**src/rtl/sprite_commit_if.sv**
```systemverilog
// sprite_commit_if: word-copy write port from the commit scheduler to the active sprite registers.
interface sprite_commit_if #(parameter int IDX_W = 5);
    logic             copy_we;
    logic [IDX_W-1:0] copy_idx;
    logic             copy_ready;
    modport master (output copy_we, copy_idx, input copy_ready);
    modport slave (input copy_we, copy_idx, output copy_ready);
endinterface

```
**src/rtl/sprite_commit_sched.sv**
```systemverilog
// sprite_commit_sched: vsync-synchronous shadow-to-active sprite register commit sequencer.
// Optional COMMIT_WATCHDOG_EN aborts a copy stalled by copy_ready for WDOG_CYCLES cycles.
module sprite_commit_sched #(
    parameter int NUM_WORDS = 20,
    parameter int IDX_W = 5,
    parameter int FRAME_W = 16
`ifdef COMMIT_WATCHDOG_EN
    , parameter int WDOG_CYCLES = 64
`endif
) (
    input  logic               clk,
    input  logic               rst_n,
    input  logic               vsync,
    input  logic               stream_en,
    input  logic               commit_req,
    input  logic               auto_mode,
    input  logic [3:0]         frame_div,
    input  logic               irq_clr,
    sprite_commit_if.master    cp,
    output logic               busy,
    output logic [FRAME_W-1:0] frame_cnt,
    output logic               irq,
    output logic               overrun,
    output logic               err
);
    typedef enum logic [1:0] {IDLE, ARMED, COPY, DONE} state_t;
    localparam logic [IDX_W-1:0] LAST = IDX_W'(NUM_WORDS - 1);
    state_t     state;
    logic       vsync_q, pend_nxt, vs_rise, areq, req, hs, wd_trip;
    logic [3:0] div;
    assign vs_rise = vsync & ~vsync_q & stream_en;
    assign areq = auto_mode & vs_rise & (div == frame_div);
    assign req = commit_req | areq;
    assign hs = cp.copy_we & cp.copy_ready;
`ifdef COMMIT_WATCHDOG_EN
    localparam int WD_W = $clog2(WDOG_CYCLES + 1);
    logic [WD_W-1:0] wd;
    assign wd_trip = cp.copy_we & ~cp.copy_ready & (wd == WD_W'(WDOG_CYCLES - 1));
    always_ff @(posedge clk or negedge rst_n)
        if (!rst_n) begin
            wd <= '0;
            err <= 1'b0;
        end else begin
            wd <= (cp.copy_we && !cp.copy_ready && !wd_trip) ? wd + 1'b1 : '0;
            err <= wd_trip | (err & ~irq_clr);
        end
`else
    assign wd_trip = 1'b0;
    assign err = 1'b0;
`endif
    always_ff @(posedge clk or negedge rst_n)
        if (!rst_n) begin
            state <= IDLE;
            vsync_q <= 1'b0;
            div <= '0;
            pend_nxt <= 1'b0;
            cp.copy_we <= 1'b0;
            cp.copy_idx <= '0;
            busy <= 1'b0;
            frame_cnt <= '0;
            irq <= 1'b0;
            overrun <= 1'b0;
        end else begin
            vsync_q <= vsync;
            frame_cnt <= frame_cnt + FRAME_W'(vs_rise);
            div <= (!auto_mode || areq) ? '0 : div + 4'(vs_rise);
            if (irq_clr) begin
                irq <= 1'b0;
                overrun <= 1'b0;
            end
            case (state)
                IDLE: if (req) begin
                    state <= ARMED;
                    busy <= 1'b1;
                end
                // without display timing there is no vsync to wait for
                ARMED: if (vs_rise || !stream_en) begin
                    state <= COPY;
                    cp.copy_we <= 1'b1;
                    cp.copy_idx <= '0;
                end
                COPY: begin
                    if (vs_rise) overrun <= 1'b1;
                    if (req) pend_nxt <= 1'b1;
                    if (wd_trip) begin
                        state <= IDLE;
                        cp.copy_we <= 1'b0;
                        busy <= 1'b0;
                        pend_nxt <= 1'b0;
                    end else if (hs && cp.copy_idx == LAST) begin
                        state <= DONE;
                        cp.copy_we <= 1'b0;
                    end else if (hs) cp.copy_idx <= cp.copy_idx + 1'b1;
                end
                DONE: begin
                    irq <= 1'b1;
                    pend_nxt <= 1'b0;
                    state <= (pend_nxt || req) ? ARMED : IDLE;
                    busy <= pend_nxt | req;
                end
            endcase
        end
endmodule
```
**src/flat_wrapper.sv**
```systemverilog
// flat-port wrapper written by rule: the top's interface ports become plain ports
module sprite_commit_sched_flat 
#(
    parameter int NUM_WORDS = 20,
    parameter int IDX_W = 5,
    parameter int FRAME_W = 16

)
  (clk, rst_n, vsync, stream_en, commit_req, auto_mode, frame_div, irq_clr, busy, frame_cnt, irq, overrun, err, cp_copy_we, cp_copy_idx, cp_copy_ready);
  sprite_commit_if #(.IDX_W(IDX_W)) cp_i ();
  input  logic clk;
  input  logic rst_n;
  input  logic vsync;
  input  logic stream_en;
  input  logic commit_req;
  input  logic auto_mode;
  input  logic [3:0] frame_div;
  input  logic irq_clr;
  output logic busy;
  output logic [FRAME_W-1:0] frame_cnt;
  output logic irq;
  output logic overrun;
  output logic err;
  output wire logic [$bits(cp_i.copy_we)-1:0] cp_copy_we;
  output wire logic [$bits(cp_i.copy_idx)-1:0] cp_copy_idx;
  input wire logic [$bits(cp_i.copy_ready)-1:0] cp_copy_ready;
  assign cp_copy_we = cp_i.copy_we;
  assign cp_copy_idx = cp_i.copy_idx;
  assign cp_i.copy_ready = cp_copy_ready;
  sprite_commit_sched #(.NUM_WORDS(NUM_WORDS), .IDX_W(IDX_W), .FRAME_W(FRAME_W)) u_core (.clk(clk), .rst_n(rst_n), .vsync(vsync), .stream_en(stream_en), .commit_req(commit_req), .auto_mode(auto_mode), .frame_div(frame_div), .irq_clr(irq_clr), .cp(cp_i), .busy(busy), .frame_cnt(frame_cnt), .irq(irq), .overrun(overrun), .err(err));
endmodule
```
**config.mk**
```make
export PLATFORM = sky130hd
export DESIGN_NAME = sprite_commit_sched_flat
export DESIGN_NICKNAME = d
export VERILOG_FILES = /design/src/rtl/sprite_commit_if.sv /design/src/rtl/sprite_commit_sched.sv /design/src/flat_wrapper.sv
export SDC_FILE = /design/constraint.sdc
export NUM_CORES = 1
export LEC_CHECK = 0
export ABC_AREA = 1
export CORE_ASPECT_RATIO = 1.5
export CORE_MARGIN = 1
export CORE_UTILIZATION = 40
export CTS_CLUSTER_DIAMETER = 50
export DETAILED_ROUTE_END_ITERATION = 16
export DONT_BUFFER_PORTS = 1
export HOLD_SLACK_MARGIN = 0.03
export PLACE_DENSITY = 0.61
export SLEW_MARGIN = 20
export SYNTH_ARGS = -nofsm -noshare
export SYNTH_HDL_FRONTEND = slang
export SYNTH_SLANG_ARGS = --single-unit
```
**constraint.sdc**
```tcl
create_clock -name clk -period 1.9 [get_ports clk]
set_input_delay 0.38 -clock clk [delete_from_list [all_inputs] [get_ports clk]]
set_output_delay 0.38 -clock clk [all_outputs]
set_load 0.05 [all_outputs]
```
* Word-level counts from Yosys, hierarchy flattened
Index checks and enable logic that the tools add are counted.
W data, S select, Z words.
** Storage, ports and cells
- Bits in registers :: 33
- Input bits :: 12
- Output and inout bits :: 26
** Cells by class
- Reductions and logical operators :: 16
- Mux-type cells :: 21
- Bitwise operators :: 8
- Equal/unequal tests :: 11
- Add/subtract/negate cells :: 3
** Operators by type and width (number)
- $add A16 B1 Y16 :: 1
- $mux W5 :: 3
- $ne A2 B1 Y1 const B :: 5
- $pmux W5 S2 :: 1
- $mux W1 :: 9
- $pmux W2 S4 :: 1
- $reduce_bool A2 Y1 :: 4
- $mux W2 :: 3
- $pmux W1 S2 :: 3
- $reduce_and A3 Y1 :: 2
- $add A5 B1 Y5 const B :: 1
- $and A1 B1 Y1 :: 5
- $eq A5 B5 Y1 const B :: 1
- $add A4 B1 Y4 :: 1
- $eq A2 B2 Y1 const B :: 2
- $eq A4 B4 Y1 :: 1
- $mux W4 :: 1
- $reduce_and A2 Y1 :: 2
- $reduce_and A4 Y1 :: 1
- $logic_or A1 B1 Y1 :: 3
- $eq A2 B1 Y1 const B :: 1
- $logic_not A1 Y1 :: 2
- $logic_not A2 Y1 :: 1
- $ne A2 B2 Y1 const B :: 1
- other kinds (3) :: 4

* Logic depth before layout (Yosys ltp)
- Depth after elaboration :: 9
- Gate-level depth with buffers :: 11
- Gate-level depth less buffers :: 11

* Worst setup path before layout
Ideal clock, no wire load.
- Path kind :: register to register
- From :: register u_core.frame_cnt[0]
- To :: register u_core.frame_cnt[14]
- Cell stages (with the launch flop) :: 9
- Arrival time :: 1.781 ns
- Path buffers :: 0
- Setup slack :: -0.023 ns
- Clock period less this slack :: 1.923 ns
- Setup time :: 0.142 ns
- Cell sequence :: dfrtp_1 -> ha_1 -> ha_1 -> nand3_1 -> nor2_2 -> nand3_2 -> nor2_2 -> nand4_1 -> xnor2_1
** Between the ends
- Longest elaborated chain between the ends :: 1
** RTL lines
- start: declaration :: line sprite_commit_sched.sv:21 : output logic [FRAME_W-1:0] frame_cnt,
- start signal: assignment :: line sprite_commit_sched.sv:65 : frame_cnt <= frame_cnt + FRAME_W'(vs_rise);
- $add A16 B1 Y16 :: line sprite_commit_sched.sv:65
No other way between the ends.
A chain may end at the register's enable or synchronous reset.

* Worst setup path in the final report
- From :: register u_core.vsync_q
- To :: register u_core.frame_cnt[14]
** Between the ends
- Longest elaborated chain between the ends :: 4
** RTL lines
- start: declaration :: line sprite_commit_sched.sv:29 : logic vsync_q, pend_nxt, vs_rise, areq, req, hs, wd_trip;
- start signal: assignment :: line sprite_commit_sched.sv:64 : vsync_q <= vsync;
- $not A1 Y1 :: line sprite_commit_sched.sv:31 : assign vs_rise = vsync & ~vsync_q & stream_en;
- $and A1 B1 Y1 (2 in series) :: line sprite_commit_sched.sv:31
- $add A16 B1 Y16 :: line sprite_commit_sched.sv:65
No other way between the ends.

==> flow_summary.json <==
{
  "fin_setup_tns_ns": 0,
  "status": "finished, final reports clean",
  "placement_rows": 28,
  "worstPathMaxFanout": 3,
  "r2r_end": "u_core.frame_cnt[14]",
  "setup_violations": 0,
  "wl_mm": 3.30,
  "drtPass1Iterations": 4,
  "report.final.slew_viol_count": 0,
  "core_um2": 4030,
  "grt_max_degree": 34,
  "yosysWarnings": 0,
  "seq_area_frac_synth": 0.479,
  "nNetsFinal": 247,
  "ant_nets": 0,
  "synthCells": 191,
  "cp-start-kind": "register",
  "layout-drive-gt1-share": 0.235,
  "numPortBuffers": 0,
  "clk_path_buf_depth": 2,
  "hold_start": "vsync",
  "synth_fp_nets": 213,
  "cts_buffers": 5,
  "p_leak_nw": 1.09,
  "tightestPinTransition_ns": 0.535,
  "whs_path_depth": 0,
  "dr_total_vias": 1313,
  "antenna_cells": 0,
  "skew_ns": 0.00516,
  "grt_pass1_wl_mm": 5.26,
  "grt_overflow": 0,
  "max_cap_violations": 0,
  "via_per_inst": 4.85,
  "clkLatencyLatePin_ns": 0.28,
  "worstRegToRegCells": 11,
  "grt_usage": 0.153,
  "placed_cells": 257,
  "clock_sinks": 33,
  "dp_hpwl_mm": 2.42,
  "syn_to_final_growth_pct": 24.5,
  "crit_type": "register to register",
  "die_w_um": 55.6,
  "required_ns": 2.05,
  "power_density_nw_per_um2": 1270,
  "yosysUniqueCellTypes": 29,
  "syn_area_um2": 1720,
  "avgSynthCellArea_um2": 9.02,
  "min_to": "u_core.vsync_q",
  "ir_worst_vdd_mv": 0.839,
  "critical_path_arrival_ns": 1.89,
  "gp_congestion": 0.764,
  "antenna_found_initial": 0,
  "clkTransAtPathRegs_ns": 0.07,
  "cts_tree": "built",
  "h-tree-depth": 2,
  "drt_iter0_drc": 57,
  "finalNonFillerCells": 271,
  "hold_ws_ns": 0.121,
  "die_area_um2": 4580,
  "r2r_start": "u_core.vsync_q",
  "cp-end-kind": "register",
  "root_buffer": "clkbuf_8",
  "slew_headroom": 0.644,
  "max_freq_mhz": 573,
  "period_share": 0.918,
  "wl_per_cell_um": 12.2,
  "grt_pass1_vias": 1253,
  "die_height_um": 82.4,
  "post-place-ws_ns": -0.00932,
  "setup_ws_ns": 0.155,
  "min_path_type": "input port to register",
  "finalHoldViolCount": 0,
  "rrSetupSlack_ns": 0.16,
  "ios": 38,
  "post-route-min-period_ns": 1.74,
  "floorplan.initialDensity": 0.428,
  "drc": 0,
  "ys_ff_latch": 33
}
==> area by class of cell <==
type / instances / area [µm²]
sequential: 33 / 827
multi-input combinational: 124 / 808
clock buffer: 7 / 96.3
tap: 45 / 56.3
inverter: 33 / 126
fill: 377 / 1880
timing repair buffer: 28 / 225
clock inverter: 1 / 5.00
==> sequential cells by signal (all words and copies together) (netlist names) <==
name                count
u_core.busy             1
u_core.cp.copy_idx      5
u_core.cp.copy_we       1
u_core.div              4
u_core.frame_cnt       16
u_core.irq              1
u_core.overrun          1
u_core.pend_nxt         1
u_core.state            2
u_core.vsync_q          1
==> cells by family (layout without fill, tap and decap cells) <==
logic type	count (synthesis)	count (layout)	share of synthesized area
other	1	1	0.00218
AND/OR/NAND/NOR	81	81	0.228
flip-flops	33	33	0.479
AO/OA/AOI/OAI	15	15	0.0523
XOR/XNOR	16	16	0.0813
adder cells (fa/ha/maj)	10	10	0.0726
buffers and inverters	34	69	0.0777
multiplexers	1	1	0.00654
==> repair_timing <==
| action | CTS | global route |
|---|---|---|
| hold endpoints to repair | 33 | 0 |
| hold buffers | 2 | 0 |
| pin swaps | 1 | 2 |
| endpoints found under the setup margin | 1 | 3 |
| resized for setup | 4 | 5 |
| setup buffers | 2 | 2 |
==> how the worst max path moves through the flow <==
| stage | startpoint | endpoint | slack [ns] | cells after the start |
|---|---|---|---|---|
| floorplan | u_core.vsync_q | u_core.frame_cnt[14] | 0.11 | 11 |
| global placement | u_core.vsync_q | u_core.frame_cnt[14] | 0.07 | 11 |
| detailed placement | u_core.vsync_q | u_core.frame_cnt[14] | -0.009 | 11 |
| CTS | u_core.vsync_q | u_core.frame_cnt[14] | 0.02 | 11 |
| global route | u_core.vsync_q | u_core.frame_cnt[14] | -0.02 | 11 |
| finish | u_core.vsync_q | u_core.frame_cnt[14] | 0.16 | 11 |
==> where the power goes <==
part / total, mW / switching (mW) / internal [mW]
registers: 1.06 / 0.211 / 0.847
logic: 1.10 / 0.751 / 0.345
clock network: 0.569 / 0.242 / 0.327
==> worst max-delay path, cell delays in order (launching register included) <==
cell and delay (ns):
dfrtp_1 0.36, inv_1 0.08, nand3_2 0.08, inv_2 0.08, ha_4 0.15, ha_4 0.14, nand3_2 0.10, nor2_4 0.11
nand3_2 0.10, nor2_4 0.15, nand4_1 0.11, xnor2_1 0.15
==> through the flow <==
step            util  cell area (µm²)  power (mW)
6_report       0.532             2140        2.72
2_1_floorplan      -             1720        1.84
3_5_place_dp   0.481             1940        2.12
3_3_place_gp   0.481             1940        2.10
5_1_grt        0.532             2140        2.91
4_1_cts        0.521             2100        2.73
==> per-layer routing <==
metal | global-route usage | part of all wire | vias to the layer above
li1 | - | - | 661
met1 | 0.154 | 0.40 | 613
met2 | 0.275 | 0.53 | 32
met3 | 0.0545 | 0.048 | 7
met4 | 0.0875 | 0.023 | 0
met5 | 0 | 0 | -
==> synthesized netlist by cell type <==
cell type,n,area [µm²]
o21ai_1,6,30.0
a21oi_1,2,10.0
a21oi_4,1,16.3
nor3_4,1,16.3
nor2_1,15,56.3
nand4_1,4,25.0
nand3_2,2,20.0
xnor2_1,7,61.3
ha_1,10,125
conb_1,1,3.75
nor2_2,2,12.5
mux2_1,1,11.3
inv_4,1,6.26
nor2_4,1,11.3
o22ai_1,1,6.26
buf_4,1,7.51
inv_2,2,7.51
nand2_2,1,6.26
a21boi_0,1,7.51
inv_1,29,109
clkinv_1,1,3.75
nand4_4,1,21.3
dfrtp_1,33,826
nor3_1,1,5.00
nand2_1,39,146
nand3_1,13,65.1
o21ai_0,4,20.0
nand3b_1,1,7.51
xor2_1,9,78.8
==> cell usage in the layout, fill, tap and decap left out <==
cell type,count
nor3_1,1
nand2_2,1
inv_1,28
buf_4,26
xor2_1,9
mux2_1,1
o22ai_1,1
dlygate4sd3_1,1
clkinv_2,1
nand4_4,1
a21oi_1,2
nand4_1,4
nand3b_1,1
o21ai_0,4
nand3_1,11
nand2_1,39
ha_4,2
dfrtp_1,32
ha_1,8
nand3_2,4
dfrtp_2,1
clkinv_1,1
a21boi_0,1
a21oi_4,1
buf_12,1
clkbuf_8,7
inv_4,1
nor3_4,1
inv_2,3
o21ai_1,6
nor2_4,3
conb_1,1
nor2_1,15
xnor2_1,7
(Power assumes the default switching activity.)
